### config.mk
export PLATFORM = sky130hd
export DESIGN_NAME = spi_slave_regif
export DESIGN_NICKNAME = d
export VERILOG_FILES = /design/src/rtl/spi_slave_regif.sv
export SDC_FILE = /design/constraint.sdc
export NUM_CORES = 1
export LEC_CHECK = 0
export CAP_MARGIN = 5
export CORE_MARGIN = 2
export CORE_UTILIZATION = 30
export DETAILED_ROUTE_END_ITERATION = 10
export GPL_TIMING_DRIVEN = 0
export PLACE_DENSITY_LB_ADDON = 0.08
export SLEW_MARGIN = 20
export SYNTH_ARGS = -nofsm -noshare
export SYNTH_HDL_FRONTEND = slang
export SYNTH_SLANG_ARGS = --single-unit
### constraint.sdc
create_clock -name clk -period 2.94 [get_ports clk]
set_input_delay 0.882 -clock clk [delete_from_list [all_inputs] [get_ports clk]]
set_output_delay 0.882 -clock clk [all_outputs]
set_load 0.02 [all_outputs]
### src/rtl/spi_slave_regif.sv
// SPI mode-0 slave (8-bit, MSB first) with RX FIFO, TX holding register and strobe register interface.
// Optional interrupt output is built in when SPI_SLAVE_IRQ_EN is defined.
module spi_slave_regif #(
  parameter int         SYNC_STAGES = 2,
  parameter int         RX_DEPTH    = 4,
  parameter logic [7:0] FILL_BYTE   = 8'hFF
) (
  input  logic       clk,
  input  logic       rst,
  input  logic       SCK,
  input  logic       CS,
  input  logic       MOSI,
  output logic       MISO,
  input  logic       WR_TX,
  input  logic       WR_CTRL,
  input  logic       DR_STATUS,
  input  logic       DR_RX,
  input  logic [7:0] PWDATA,
  output logic [7:0] PRDATA,
`ifdef SPI_SLAVE_IRQ_EN
  output logic       irq,
`endif
  output logic       pkt_rec
);

  localparam int         PW     = $clog2(RX_DEPTH);
  localparam logic [2:0] SETTLE = 3'(SYNC_STAGES + 1);
  localparam logic [2:0] FULL   = 3'(RX_DEPTH);

  typedef enum logic {S_IDLE = 1'b0, S_ACTIVE = 1'b1} state_t;

  logic [SYNC_STAGES-1:0] r_sck_sync, r_cs_sync, r_mosi_sync;
  logic                   r_sck_d, r_cs_d;
  logic [2:0]             r_settle;
  logic                   r_armed;

  state_t      r_state;
  logic [2:0]  r_bit_cnt;
  logic [7:0]  r_rx_shift, r_tx_shift;
  logic        r_reload, r_got_byte, r_pkt_rec, r_ferr;
  logic [7:0]  r_tx_hold;
  logic        r_tx_valid, r_unr, r_ovr;
  logic [7:0]  r_mem [RX_DEPTH];
  logic [PW-1:0] r_wr_ptr, r_rd_ptr;
  logic [2:0]  r_count;
  logic [7:0]  r_prdata;

  logic w_sck, w_cs, w_mosi;
  logic w_sck_rise, w_sck_fall, w_cs_fall, w_cs_rise;
  logic w_start, w_end, w_rise, w_fall, w_tx_load, w_push;
  logic [7:0] w_load_byte, w_push_data, w_status;
  logic w_flush, w_pop, w_full, w_push_ok, w_ovf;
  logic [PW-1:0] w_wr_idx;

  assign w_sck  = r_sck_sync[SYNC_STAGES-1];
  assign w_cs   = r_cs_sync[SYNC_STAGES-1];
  assign w_mosi = r_mosi_sync[SYNC_STAGES-1];

  assign w_sck_rise = w_sck & ~r_sck_d;
  assign w_sck_fall = ~w_sck & r_sck_d;
  // A CS low that is already present when reset releases is not a frame start.
  assign w_cs_fall  = ~w_cs & r_cs_d & r_armed;
  assign w_cs_rise  = w_cs & ~r_cs_d;

  // CS rise takes priority, so an SCK fall coincident with it ends the frame without a reload.
  assign w_start     = (r_state == S_IDLE) & w_cs_fall;
  assign w_end       = (r_state == S_ACTIVE) & w_cs_rise;
  assign w_rise      = (r_state == S_ACTIVE) & ~w_cs_rise & w_sck_rise;
  assign w_fall      = (r_state == S_ACTIVE) & ~w_cs_rise & w_sck_fall;
  assign w_tx_load   = w_start | (w_fall & r_reload);
  assign w_load_byte = r_tx_valid ? r_tx_hold : FILL_BYTE;
  assign w_push      = w_rise & (r_bit_cnt == 3'd7);
  assign w_push_data = {r_rx_shift[6:0], w_mosi};

  assign w_flush   = WR_CTRL & PWDATA[3];
  assign w_full    = (r_count == FULL);
  assign w_pop     = DR_RX & (r_count != 3'd0);
  assign w_push_ok = w_push & (~w_full | w_pop | w_flush);
  assign w_ovf     = w_push & w_full & ~w_pop & ~w_flush;
  assign w_wr_idx  = w_flush ? {PW{1'b0}} : r_wr_ptr;

  assign w_status = {r_ferr, r_unr, r_ovr, (r_state == S_ACTIVE), ~r_tx_valid, r_count};

  assign MISO    = (r_state == S_ACTIVE) & r_tx_shift[7];
  assign PRDATA  = r_prdata;
  assign pkt_rec = r_pkt_rec;

  // Input synchronisers, edge history and post-reset CS arming.
  always_ff @(posedge clk) begin
    if (rst) begin
      r_sck_sync  <= {SYNC_STAGES{1'b0}};
      r_cs_sync   <= {SYNC_STAGES{1'b1}};
      r_mosi_sync <= {SYNC_STAGES{1'b0}};
      r_sck_d     <= 1'b0;
      r_cs_d      <= 1'b1;
      r_settle    <= 3'd0;
      r_armed     <= 1'b0;
    end else begin
      r_sck_sync  <= {r_sck_sync[SYNC_STAGES-2:0], SCK};
      r_cs_sync   <= {r_cs_sync[SYNC_STAGES-2:0], CS};
      r_mosi_sync <= {r_mosi_sync[SYNC_STAGES-2:0], MOSI};
      r_sck_d     <= w_sck;
      r_cs_d      <= w_cs;
      if (r_settle != SETTLE) r_settle <= r_settle + 3'd1;
      if ((r_settle == SETTLE) && w_cs) r_armed <= 1'b1;
    end
  end

  // Frame FSM: bit counting, shift registers, frame error and packet pulse.
  always_ff @(posedge clk) begin
    if (rst) begin
      r_state    <= S_IDLE;
      r_bit_cnt  <= 3'd0;
      r_rx_shift <= 8'h00;
      r_tx_shift <= 8'h00;
      r_reload   <= 1'b0;
      r_got_byte <= 1'b0;
      r_pkt_rec  <= 1'b0;
      r_ferr     <= 1'b0;
    end else begin
      r_pkt_rec <= 1'b0;
      if (WR_CTRL && PWDATA[2]) r_ferr <= 1'b0;
      case (r_state)
        S_IDLE: begin
          if (w_start) begin
            r_state    <= S_ACTIVE;
            r_bit_cnt  <= 3'd0;
            r_reload   <= 1'b0;
            r_got_byte <= 1'b0;
            r_tx_shift <= w_load_byte;
          end
        end
        S_ACTIVE: begin
          if (w_end) begin
            r_state <= S_IDLE;
            if (r_bit_cnt != 3'd0) r_ferr <= 1'b1;
            r_pkt_rec  <= r_got_byte;
            r_got_byte <= 1'b0;
            r_bit_cnt  <= 3'd0;
            r_rx_shift <= 8'h00;
            r_reload   <= 1'b0;
          end else begin
            if (w_rise) begin
              r_rx_shift <= w_push_data;
              r_bit_cnt  <= r_bit_cnt + 3'd1;
              if (r_bit_cnt == 3'd7) begin
                r_reload   <= 1'b1;
                r_got_byte <= 1'b1;
              end
            end
            if (w_fall) begin
              if (r_reload) begin
                r_tx_shift <= w_load_byte;
                r_reload   <= 1'b0;
              end else begin
                r_tx_shift <= {r_tx_shift[6:0], 1'b0};
              end
            end
          end
        end
        default: r_state <= S_IDLE;
      endcase
    end
  end

  // TX holding register and underrun flag; a host write after a load leaves the new byte pending.
  always_ff @(posedge clk) begin
    if (rst) begin
      r_tx_hold  <= 8'h00;
      r_tx_valid <= 1'b0;
      r_unr      <= 1'b0;
    end else begin
      if (WR_CTRL && PWDATA[1]) r_unr <= 1'b0;
      if (w_tx_load) begin
        if (r_tx_valid) r_tx_valid <= 1'b0;
        else            r_unr      <= 1'b1;
      end
      if (WR_TX) begin
        r_tx_hold  <= PWDATA;
        r_tx_valid <= 1'b1;
      end
    end
  end

  // RX FIFO pointers, occupancy and overrun flag.
  always_ff @(posedge clk) begin
    if (rst) begin
      r_wr_ptr <= {PW{1'b0}};
      r_rd_ptr <= {PW{1'b0}};
      r_count  <= 3'd0;
      r_ovr    <= 1'b0;
    end else begin
      if (WR_CTRL && PWDATA[0]) r_ovr <= 1'b0;
      if (w_ovf) r_ovr <= 1'b1;
      if (w_flush) begin
        r_rd_ptr <= {PW{1'b0}};
        r_wr_ptr <= w_push_ok ? PW'(1) : {PW{1'b0}};
        r_count  <= {2'b00, w_push_ok};
      end else begin
        if (w_push_ok) r_wr_ptr <= r_wr_ptr + PW'(1);
        if (w_pop)     r_rd_ptr <= r_rd_ptr + PW'(1);
        r_count <= r_count + {2'b00, w_push_ok} - {2'b00, w_pop};
      end
    end
  end

  // RX FIFO storage.
  always_ff @(posedge clk) begin
    if (w_push_ok) r_mem[w_wr_idx] <= w_push_data;
  end

  // Registered read data; the FIFO read has priority over status.
  always_ff @(posedge clk) begin
    if (rst) begin
      r_prdata <= 8'h00;
    end else if (DR_RX) begin
      r_prdata <= (r_count != 3'd0) ? r_mem[r_rd_ptr] : 8'h00;
    end else if (DR_STATUS) begin
      r_prdata <= w_status;
    end
  end

`ifdef SPI_SLAVE_IRQ_EN
  logic r_ie, r_irq;
  assign irq = r_irq;

  // Interrupt enable and registered interrupt request.
  always_ff @(posedge clk) begin
    if (rst) begin
      r_ie  <= 1'b0;
      r_irq <= 1'b0;
    end else begin
      if (WR_CTRL) r_ie <= PWDATA[7];
      r_irq <= r_ie & ((r_count != 3'd0) | r_ovr | r_unr | r_ferr);
    end
  end
`endif

endmodule

Yosys cells after proc, flatten, opt, wreduce, memory -nomap -nowiden
Memories as Yosys holds them, arrays and structs flattened. A register that Yosys moved wholly into a read port is not among the register bits.
Cells that the tools add are included.

storage, ports and cells
  memories = 1
  input port bits = 17
  memory bits (writable) = 32
  bits in registers = 61
  output and inout port bits = 10
  word-level logic and storage cells = 139

memory list
  name   depth  width  rd ports  clocked after memory_dff  wr ports  RTL line  source
  r_mem  4      8      1         1                         1         43        logic [7:0] r_mem [RX_DEPTH];

operators by class
  reduce and logical (&&, ||, !) cells = 17
  bitwise logic cells = 33
  multiplexer cells = 49
  equality and inequality tests = 9
  add/subtract/negate cells = 6

operator list
  operator               count
  $mux W8                8
  $mux W1                26
  $and A1 B1 Y1          19
  $pmux W8 S2            1
  $mux W7                2
  $not A1 Y1             11
  $mux W2                5
  $reduce_bool A2 Y1     5
  $mux W3                3
  $add A3 B1 Y3 const B  2
  $eq A3 B3 Y1 const B   2
  $ne A3 B1 Y1 const B   2
  $pmux W1 S2            3
  $pmux W3 S2            1
  $reduce_and A3 Y1      2
  $reduce_bool A3 Y1     2
  $add A2 B1 Y2 const B  2
  $logic_and A1 B1 Y1    4
  $ne A2 B2 Y1 const B   2
  $reduce_and A2 Y1      2
  $add A3 B1 Y3          1
  $eq A3 B2 Y1 const B   1
  $ne A3 B2 Y1 const B   1
  $or A1 B1 Y1           3
  4 further kinds        4

Longest topological paths before layout
Gate-level depths: netlist of run 1.

  depth after elaboration = 10
  mapped depth = 11
  depth with buffers taken out = 11

Worst setup path after synthesis of run 1
Ideal clock, no wire load.

  path type = in2reg
  start = in DR_RX
  end = reg r_count[2]
  arrival time = 2.530 ns
  stages on the path = 11
  required time = 2.819 ns
  path slack = 0.289 ns
  setup time = 0.121 ns
  buffers on the path = 2
  cells stage by stage = buf_2 > o31a_1 > buf_2 > ha_1 > inv_1 > ha_1 > inv_1 > fa_1 > xnor2_1 > xnor2_1 > nor2_1

on the way
  cells in the longest elaborated chain, start to end = 6

RTL lines
  what                       RTL line  source
  start, declared            17        input logic DR_RX,
  $and A1 B1 Y1 (*)          77        assign w_pop = DR_RX & (r_count != 3'd0);
  net w_pop                  52        logic w_flush, w_pop, w_full, w_push_ok, w_ovf;
  $or A1 B1 Y1 (2 in a row)  78        assign w_push_ok = w_push & (~w_full | w_pop | w_flush);
  $and A1 B1 Y1              78
  $add A3 B1 Y3              202       r_count <= r_count + {2'b00, w_push_ok} - {2'b00, w_pop};
  $sub A3 B1 Y3 (*)          202
  end signal, assigned       198       r_count <= {2'b00, w_push_ok};
  end signal, assigned       202
  end, declared              45        logic [2:0] r_count;

Mark *: on every way through the listed nets, which the timed path passes. The rest lies on a longest branch.
A chain may end at the register's enable or synchronous reset.

Worst setup path in the final report of run 1
  start = in DR_RX
  end = reg r_count[2]

on the way
  cells in the longest elaborated chain, start to end = 6

RTL lines
  what                       RTL line
  $and A1 B1 Y1 (*)          77
  $or A1 B1 Y1 (2 in a row)  78
  $and A1 B1 Y1              78
  $add A3 B1 Y3              202
  $sub A3 B1 Y3 (*)          202

Mark *: on every way between the ends. The rest lies on a longest branch, timed or not.

==> metrics.log, run 1 <==
INFO  metric worst_ep_arrival_time = 3.02 ns
INFO  metric maximum_clock_frequency = 358 MHz
INFO  metric syn_area_per_cell = 11.4 sq um
INFO  metric critPathCaptureType = flip-flop
INFO  metric relSlewSlack = 0.438
INFO  metric yosys_most_used_dff = sky130_fd_sc_hd__dfxtp_1
INFO  metric filler_cell_count = 1262
INFO  metric final.setup.tns = 0 ns
INFO  metric unrepaired_setup_endpoints_after_global_routing = false
INFO  metric dpl.hpwl = 5960 um
INFO  metric synthTopCellsByArea = sky130_fd_sc_hd__dfxtp_1 33%, sky130_fd_sc_hd__edfxtp_1 25%, sky130_fd_sc_hd__nor2_1 5.5%, sky130_fd_sc_hd__mux4_2 4.7%, sky130_fd_sc_hd__a21oi_1 3.1%
INFO  metric area_growth_syn_to_layout = 22.3%
INFO  metric grtUsageTotal = 0.131
INFO  metric mostFrequentLayoutCells = 63 x sky130_fd_sc_hd__dfxtp_1, 57 x sky130_fd_sc_hd__nor2_1, 32 x sky130_fd_sc_hd__edfxtp_1, 24 x sky130_fd_sc_hd__a21oi_1, 21 x sky130_fd_sc_hd__clkdlybuf4s50_1
INFO  metric synth-seq-cells = 95
INFO  metric layout.nets = 400
INFO  metric routed_wire_length_per_instance = 15.5 um
INFO  metric antenna_found_initial = 0
INFO  metric detail_route.first_pass.iterations = 4
INFO  metric cts_post_setup_buffers_inserted = 0
INFO  metric antenna_cells = 0
INFO  metric register_area_share_after_synthesis = 0.576
INFO  metric placeable_area = 12600 sq um
INFO  metric routed_via_density = 4.65
INFO  metric post_synth_inst_count = 338
INFO  metric portion_of_synthesized_cell_area_occupied_by_the_leading_cell_type = 0.327
INFO  metric post-route-min-period = 2.79 ns
INFO  metric biggest_fanout_along_the_worst_timing_path = 6
INFO  metric synthesis.yosys.warnings = 0
INFO  metric yosysTopAreaCell = sky130_fd_sc_hd__dfxtp_1
INFO  metric critPathRequiredTime = 3.16 ns
INFO  metric final-hold-violation-count = 0
INFO  metric initial_standard_cell_utilization_of_the_core = 0.307
INFO  metric clkSlewWorstSetupHoldPaths = 0.07 ns
INFO  metric grt_start_max_net_pins = 19
INFO  metric antenna_violating_nets_post_route = 0
INFO  metric criticalPathCategory = in2reg
INFO  metric synth-edff-count = 32
INFO  metric cts_buffers = 9
INFO  metric die_height = 117 um
INFO  metric setup_viol = 0
INFO  metric sequential_cell_area = 2220 sq um
INFO  metric pre_cts_ws = -0.560 ns
INFO  metric final.period_utilization = 0.950
INFO  metric drc_errors = 0
INFO  metric first_iter_violations = 198
INFO  metric ctsLongestPathBuffers = 2
INFO  metric worstMarginPinSlew = 0.839 ns
INFO  metric num_vias = 2566
INFO  metric outcome = finished clean
INFO  metric cts_tree = built
INFO  metric report.power.total = 3.15 mW
INFO  metric dieArea = 13800 sq um
INFO  metric worstSkewPairLatency = 0.34 ns
INFO  metric grt_remaining_overflow = 0
INFO  metric design.portCount = 27
INFO  metric place_congestion = 0.739
INFO  metric worstSetupStartpointType = input port
INFO  metric rows = 41
INFO  metric layout_commonest_cell = sky130_fd_sc_hd__dfxtp_1
INFO  metric finalMaxSlewViolations = 0
INFO  metric finClkSkew = 0.0104 ns
INFO  metric io_buffer_count = 24
INFO  metric asyncSetResetFlopFracSynth = 0
INFO  metric h_tree_levels = 3
INFO  metric cts.sink_count = 95
INFO  metric fp.dieW = 117 um
INFO  metric first_global_vias = 2511
INFO  metric postRouteWirelength = 8560 um
INFO  metric drv.max_cap_violation_count = 0
INFO  metric post-route-worst-setup-slack = 0.147 ns
INFO  metric cts-root-buf = sky130_fd_sc_hd__clkbuf_16
INFO  metric leakage_power_total = 1.72 nW
INFO  metric multiInputGateArea = 1490 sq um
INFO  metric power.density = 668 nW/um^2
INFO  metric synth_nets = 363
INFO  metric hold_path_class = reg2reg
INFO  metric share_of_cells_above_drive_strength_1 = 0.155
INFO  metric final_core_utilization = 0.375
INFO  metric irDropWorstVdd = 0.000308 V
INFO  metric syn_area = 3860 sq um
INFO  metric wire_length_of_the_first_global_routing_pass = 13900 um
INFO  metric synth_cell_types = 48
INFO  metric postCtsHoldBufs = 0
-- Yosys cell counts, drive strengths merged, types with 8 or more instances --
cell type   n
clkbuf     12
edfxtp     32
inv        17
mux4        8
nor2       57
mux2i      10
nor3       10
a21oi      25
dfxtp      63
nand2      12
o21ai       9
buf         8
-- where the power goes --
group / switching (mW) / leakage, nW / internal (mW)
clock network: 0.545 / 0.166 / 0.770
registers: 0.0404 / 0.809 / 1.40
logic: 0.202 / 0.742 / 0.192
-- per-stage QoR --
stage / cells / hold slack [ns] / area, sq um
final: 552 / 0.410 / 4720
after global placement: 534 / 0.396 / 4310
after floorplan: 338 / 0.389 / 3860
after global routing: 552 / 0.425 / 4720
after detailed placement: 536 / 0.397 / 4350
after CTS: 552 / 0.413 / 4720
-- cell families (layout without fill, tap and decap cells) --
| group | after synthesis | count (layout) | synth area share |
|---|---|---|---|
| fa+ha+maj | 8 | 8 | 0.0279 |
| compound gates | 59 | 59 | 0.111 |
| flops | 95 | 95 | 0.576 |
| buf+inv | 37 | 79 | 0.0499 |
| xor+xnor | 5 | 5 | 0.0114 |
| mux | 20 | 20 | 0.0785 |
| simple gates | 114 | 114 | 0.146 |
-- flip-flops by register name, summed over array words and instances (netlist names), 3 cells and up, named ones only --
name / cells
PRDATA: 8
r_mem: 32
r_settle: 3
r_rx_shift: 7
r_bit_cnt: 3
r_tx_hold: 8
r_tx_shift: 8
r_count: 3
-- routing by layer --
layer	part of all wire	track usage	vias to the layer above
met4	0.011	0.0429	0
met1	0.51	0.190	1262
met3	0.029	0.0287	8
li1	-	-	1263
met5	0	0	-
met2	0.45	0.192	33
-- timing repair --
item / 4_1_cts / 5_1_grt
gates resized for setup: 10 / 1
setup endpoints to repair: 1 / 1
endpoints found under the hold margin: 0 / 0
pin swaps: 1 / 0
-- cell type report --
cell class	count	area share
clock inverter	7	0.0236
multi-input combinational	206	0.315
tap	172	0.0456
clock buffer	9	0.0477
inverter	17	0.0146
buffer	20	0.0281
timing repair buffer	26	0.0541
sequential	95	0.471
-- critical path, cell delays in order --
cell and delay, ns:
sky130_fd_sc_hd__dlygate4sd2_1 0.28, sky130_fd_sc_hd__nor4b_4 0.34, sky130_fd_sc_hd__nand2_2 0.14, sky130_fd_sc_hd__nand3_4 0.15, sky130_fd_sc_hd__ha_1 0.24, sky130_fd_sc_hd__inv_1 0.06
sky130_fd_sc_hd__ha_1 0.13, sky130_fd_sc_hd__inv_1 0.05, sky130_fd_sc_hd__fa_1 0.37, sky130_fd_sc_hd__xnor2_1 0.18, sky130_fd_sc_hd__xnor2_1 0.14, sky130_fd_sc_hd__nor2_1 0.05
-- worst paths after layout --
| kind | start | endpoint | depth (start not counted) | slack (ns) |
|---|---|---|---|---|
| worst max-delay path | DR_RX | r_count[2] | 12 | 0.15 |
| worst min-delay path | r_cs_sync[0] | r_cs_sync[1] | 1 | 0.41 |
| worst max register to register | r_cs_d | r_count[2] | 11 | 0.51 |
| worst min register to register | r_cs_sync[0] | r_cs_sync[1] | 1 | 0.41 |
(Power assumes the default switching activity.)
==> inputs of run 2 (changes only) <==
- SETUP_SLACK_MARGIN: not set -> 0.4
- SLEW_MARGIN: 20 -> 40
==> run 2 against run 1 <==
Effect of this change:
- non-clock buffer count up 2
- via count down 1.9%
- global-route usage up 0.092 points
- critical path type unchanged
- clock power down 17%
==> metrics.log, run 2 (synthesis gave the netlist of run 1 again) <==
INFO  metric outcome = finished clean
INFO  metric rows = 41 (unchanged)
INFO  metric dieArea = 13800 sq um (unchanged)
INFO  metric first_global_vias = 2529 (+0.72%)
INFO  metric cts_tree = built
INFO  metric worstSetupStartpointType = input port
INFO  metric io_buffer_count = 24 (unchanged)
INFO  metric buffers_and_inverters_on_the_worst_path = 3 (unchanged)
INFO  metric gr-usage-met2 = 0.205 (+0.0132)
INFO  metric grtUsageTotal = 0.131 (+0.000916)
INFO  metric num_vias = 2517 (-1.9%)
INFO  metric share_of_cells_above_drive_strength_1 = 0.168 (+0.0123)
INFO  metric wire_length_of_the_first_global_routing_pass = 13900 um (+0.60%)
INFO  metric leakage_power_total = 1.68 nW (-2.2%)
INFO  metric power.density = 631 nW/um^2 (-5.6%)
INFO  metric worstReg2RegStart = r_cs_d
INFO  metric final.period_utilization = 0.826 (-0.124)
INFO  metric cts-root-buf = sky130_fd_sc_hd__clkbuf_16
INFO  metric hold_path_startpoint = r_cs_sync[0]
INFO  metric unrepaired_setup_endpoints_after_global_routing = false
INFO  metric reg2reg_slack = 0.66 ns (+0.15 ns)
INFO  metric grt_start_max_net_pins = 17 (-2)
INFO  metric layout_commonest_cell = sky130_fd_sc_hd__dfxtp_1
INFO  metric finalMaxSlewViolations = 0 (unchanged)
INFO  metric worstSkewPairLatency = 0.34 ns (about the same)
INFO  metric placeable_area = 12600 sq um (unchanged)
INFO  metric area_growth_syn_to_layout = 21.5%
INFO  metric maximum_clock_frequency = 412 MHz (+15%)
INFO  metric grt_remaining_overflow = 0 (unchanged)
INFO  metric hold_path_class = reg2reg
INFO  metric irDropWorstVdd = 0.000254 V (-18%)
INFO  metric post-route-min-period = 2.43 ns (-0.365 ns)
INFO  metric relSlewSlack = 0.466 (+0.0277)
INFO  metric biggest_fanout_along_the_worst_timing_path = 6 (unchanged)
INFO  metric ctsLongestPathBuffers = 2 (unchanged)
INFO  metric crit_path_top_delay_cell = sky130_fd_sc_hd__fa_2
INFO  metric die_height = 117 um (unchanged)
INFO  metric drv.max_cap_violation_count = 0 (unchanged)
INFO  metric crit_path_max_incr_delay = 0.35 ns (-0.02 ns)
INFO  metric postRouteWirelength = 8500 um (-0.79%)
INFO  metric place_congestion = 0.724 (-2.1%)
INFO  metric final.setup.tns = 0 ns (unchanged)
INFO  metric criticalPathCategory = in2reg
INFO  metric report.power.total = 2.96 mW (-6.2%)
INFO  metric dpl.hpwl = 5950 um (-0.15%)
INFO  metric postCtsHoldBufs = 0 (unchanged)
INFO  metric globalRoute.busiestLayer = met2
INFO  metric critical_path.top_delay_family = adder cells
INFO  metric gr_layer_usage_met3 = 0.0336 (+0.00486)
INFO  metric worstRegToRegCells = 11 (unchanged)
INFO  metric first_iter_violations = 123 (-38%)
INFO  metric layout.nets = 402 (+0.50%)
INFO  metric routed_wire_length_per_instance = 15.3 um (-1.2%)
INFO  metric drc_errors = 0 (unchanged)
INFO  metric cts_buffers = 9 (unchanged)
INFO  metric fp.dieW = 117 um (unchanged)
INFO  metric final-hold-violation-count = 0 (unchanged)
INFO  metric largest_register_ff_count = 32 (unchanged)
INFO  metric h_tree_levels = 3 (unchanged)
INFO  metric worstReg2RegEnd = r_count[2]
INFO  metric setup_viol = 0 (unchanged)
INFO  metric worstMarginPinSlew = 0.796 ns (-0.0428 ns)
INFO  metric antenna_found_initial = 0 (unchanged)
INFO  metric grtUsageMet1 = 0.179 (-0.0112)
INFO  metric min_delay_worst_endpoint = r_cs_sync[1]
INFO  metric antenna_violating_nets_post_route = 0 (unchanged)
INFO  metric finClkSkew = 0.00666 ns (-0.00375 ns)
INFO  metric routed_via_density = 4.54 (-2.3%)
INFO  metric critPathRequiredTime = 3.17 ns (about the same)
INFO  metric antenna_cells = 0 (unchanged)
INFO  metric worst_hold_path.num_cells = 1 (unchanged)
INFO  metric top_register = r_mem
INFO  metric initial_standard_cell_utilization_of_the_core = 0.307 (unchanged)
INFO  metric detail_route.first_pass.iterations = 4 (unchanged)
INFO  metric clkSlewWorstSetupHoldPaths = 0.07 ns (about the same)
INFO  metric crit_chain = clkdlybuf4s15_1, nand2_2, nand2_2, nand3_4, ha_4, inv_1, ha_1, inv_1, fa_2, xnor2_2, xnor2_1, nor2_1
INFO  metric critPathCaptureType = flip-flop
INFO  metric worst_ep_arrival_time = 2.66 ns (-0.36 ns)
INFO  metric cts.sink_count = 95 (unchanged)
INFO  metric mostFrequentLayoutCells = 63 x sky130_fd_sc_hd__dfxtp_1, 56 x sky130_fd_sc_hd__nor2_1, 32 x sky130_fd_sc_hd__edfxtp_1, 24 x sky130_fd_sc_hd__a21oi_1, 21 x sky130_fd_sc_hd__clkdlybuf4s50_1
INFO  metric design.portCount = 27 (unchanged)
-- run 2: cell count changes in the layout (fill, tap and decap cells not counted), moves of 2 or more --
cell                         before  now
sky130_fd_sc_hd__buf_2            3    6
sky130_fd_sc_hd__bufinv_16        2    0
sky130_fd_sc_hd__clkbuf_1        10   12
sky130_fd_sc_hd__clkinvlp_4       0    2
sky130_fd_sc_hd__inv_8            3    0
-- run 2: final cells by class --
type / count / area [sq um]
buffer: 20 / 136
clock buffer: 11 / 233
clock inverter: 5 / 41.3
fill: 1246 / 7880
inverter: 17 / 68.8
multi-input combinational: 206 / 1510
sequential: 95 / 2220
tap: 172 / 215
timing repair buffer: 28 / 259
-- run 2: layer usage --
metal,vias to the layer above,part of all wire
met5,-,0
met4,0,0.012
met3,9,0.031
met2,32,0.45
met1,1213,0.50
li1,1263,-
-- run 2: worst max path at each step --
| stage | depth (start not counted) | endpoint | startpoint | slack (ns) |
|---|---|---|---|---|
| after global routing | 12 | r_count[2] | WR_CTRL | 0.40 |
| after CTS | 12 | r_count[2] | WR_CTRL | 0.48 |
| after global placement | 5 | r_mem[2][2] | WR_CTRL | -0.92 |
| final | 12 | r_count[2] | WR_CTRL | 0.51 |
| after detailed placement | 12 | r_count[2] | DR_RX | -0.34 |
| after floorplan | 11 | r_count[2] | DR_RX | 0.41 |
-- run 2: per-stage QoR --
step	util	worst slack, ns	instances	hold slack [ns]	instance area (sq um)
floorplan	-	0.408	338	0.389	3920
finish	0.373	0.513	554	0.413	4690
detailed placement	0.350	-0.337	536	0.398	4400
global route	0.373	0.400	554	0.418	4690
global placement	0.348	-0.924	534	0.403	4370
CTS	0.373	0.484	554	0.416	4680
-- run 2: what timing repair did --
item,in CTS,in global routing
resized for setup,8,1
pin swaps,5,0
buffers inserted,2,0
setup endpoints to repair,26,1
-- run 2: report_power, final --
group / switching [mW] / internal, mW / total, mW
logic: 0.209 / 0.213 / 0.422
registers: 0.0420 / 1.40 / 1.45
clock network: 0.507 / 0.582 / 1.09
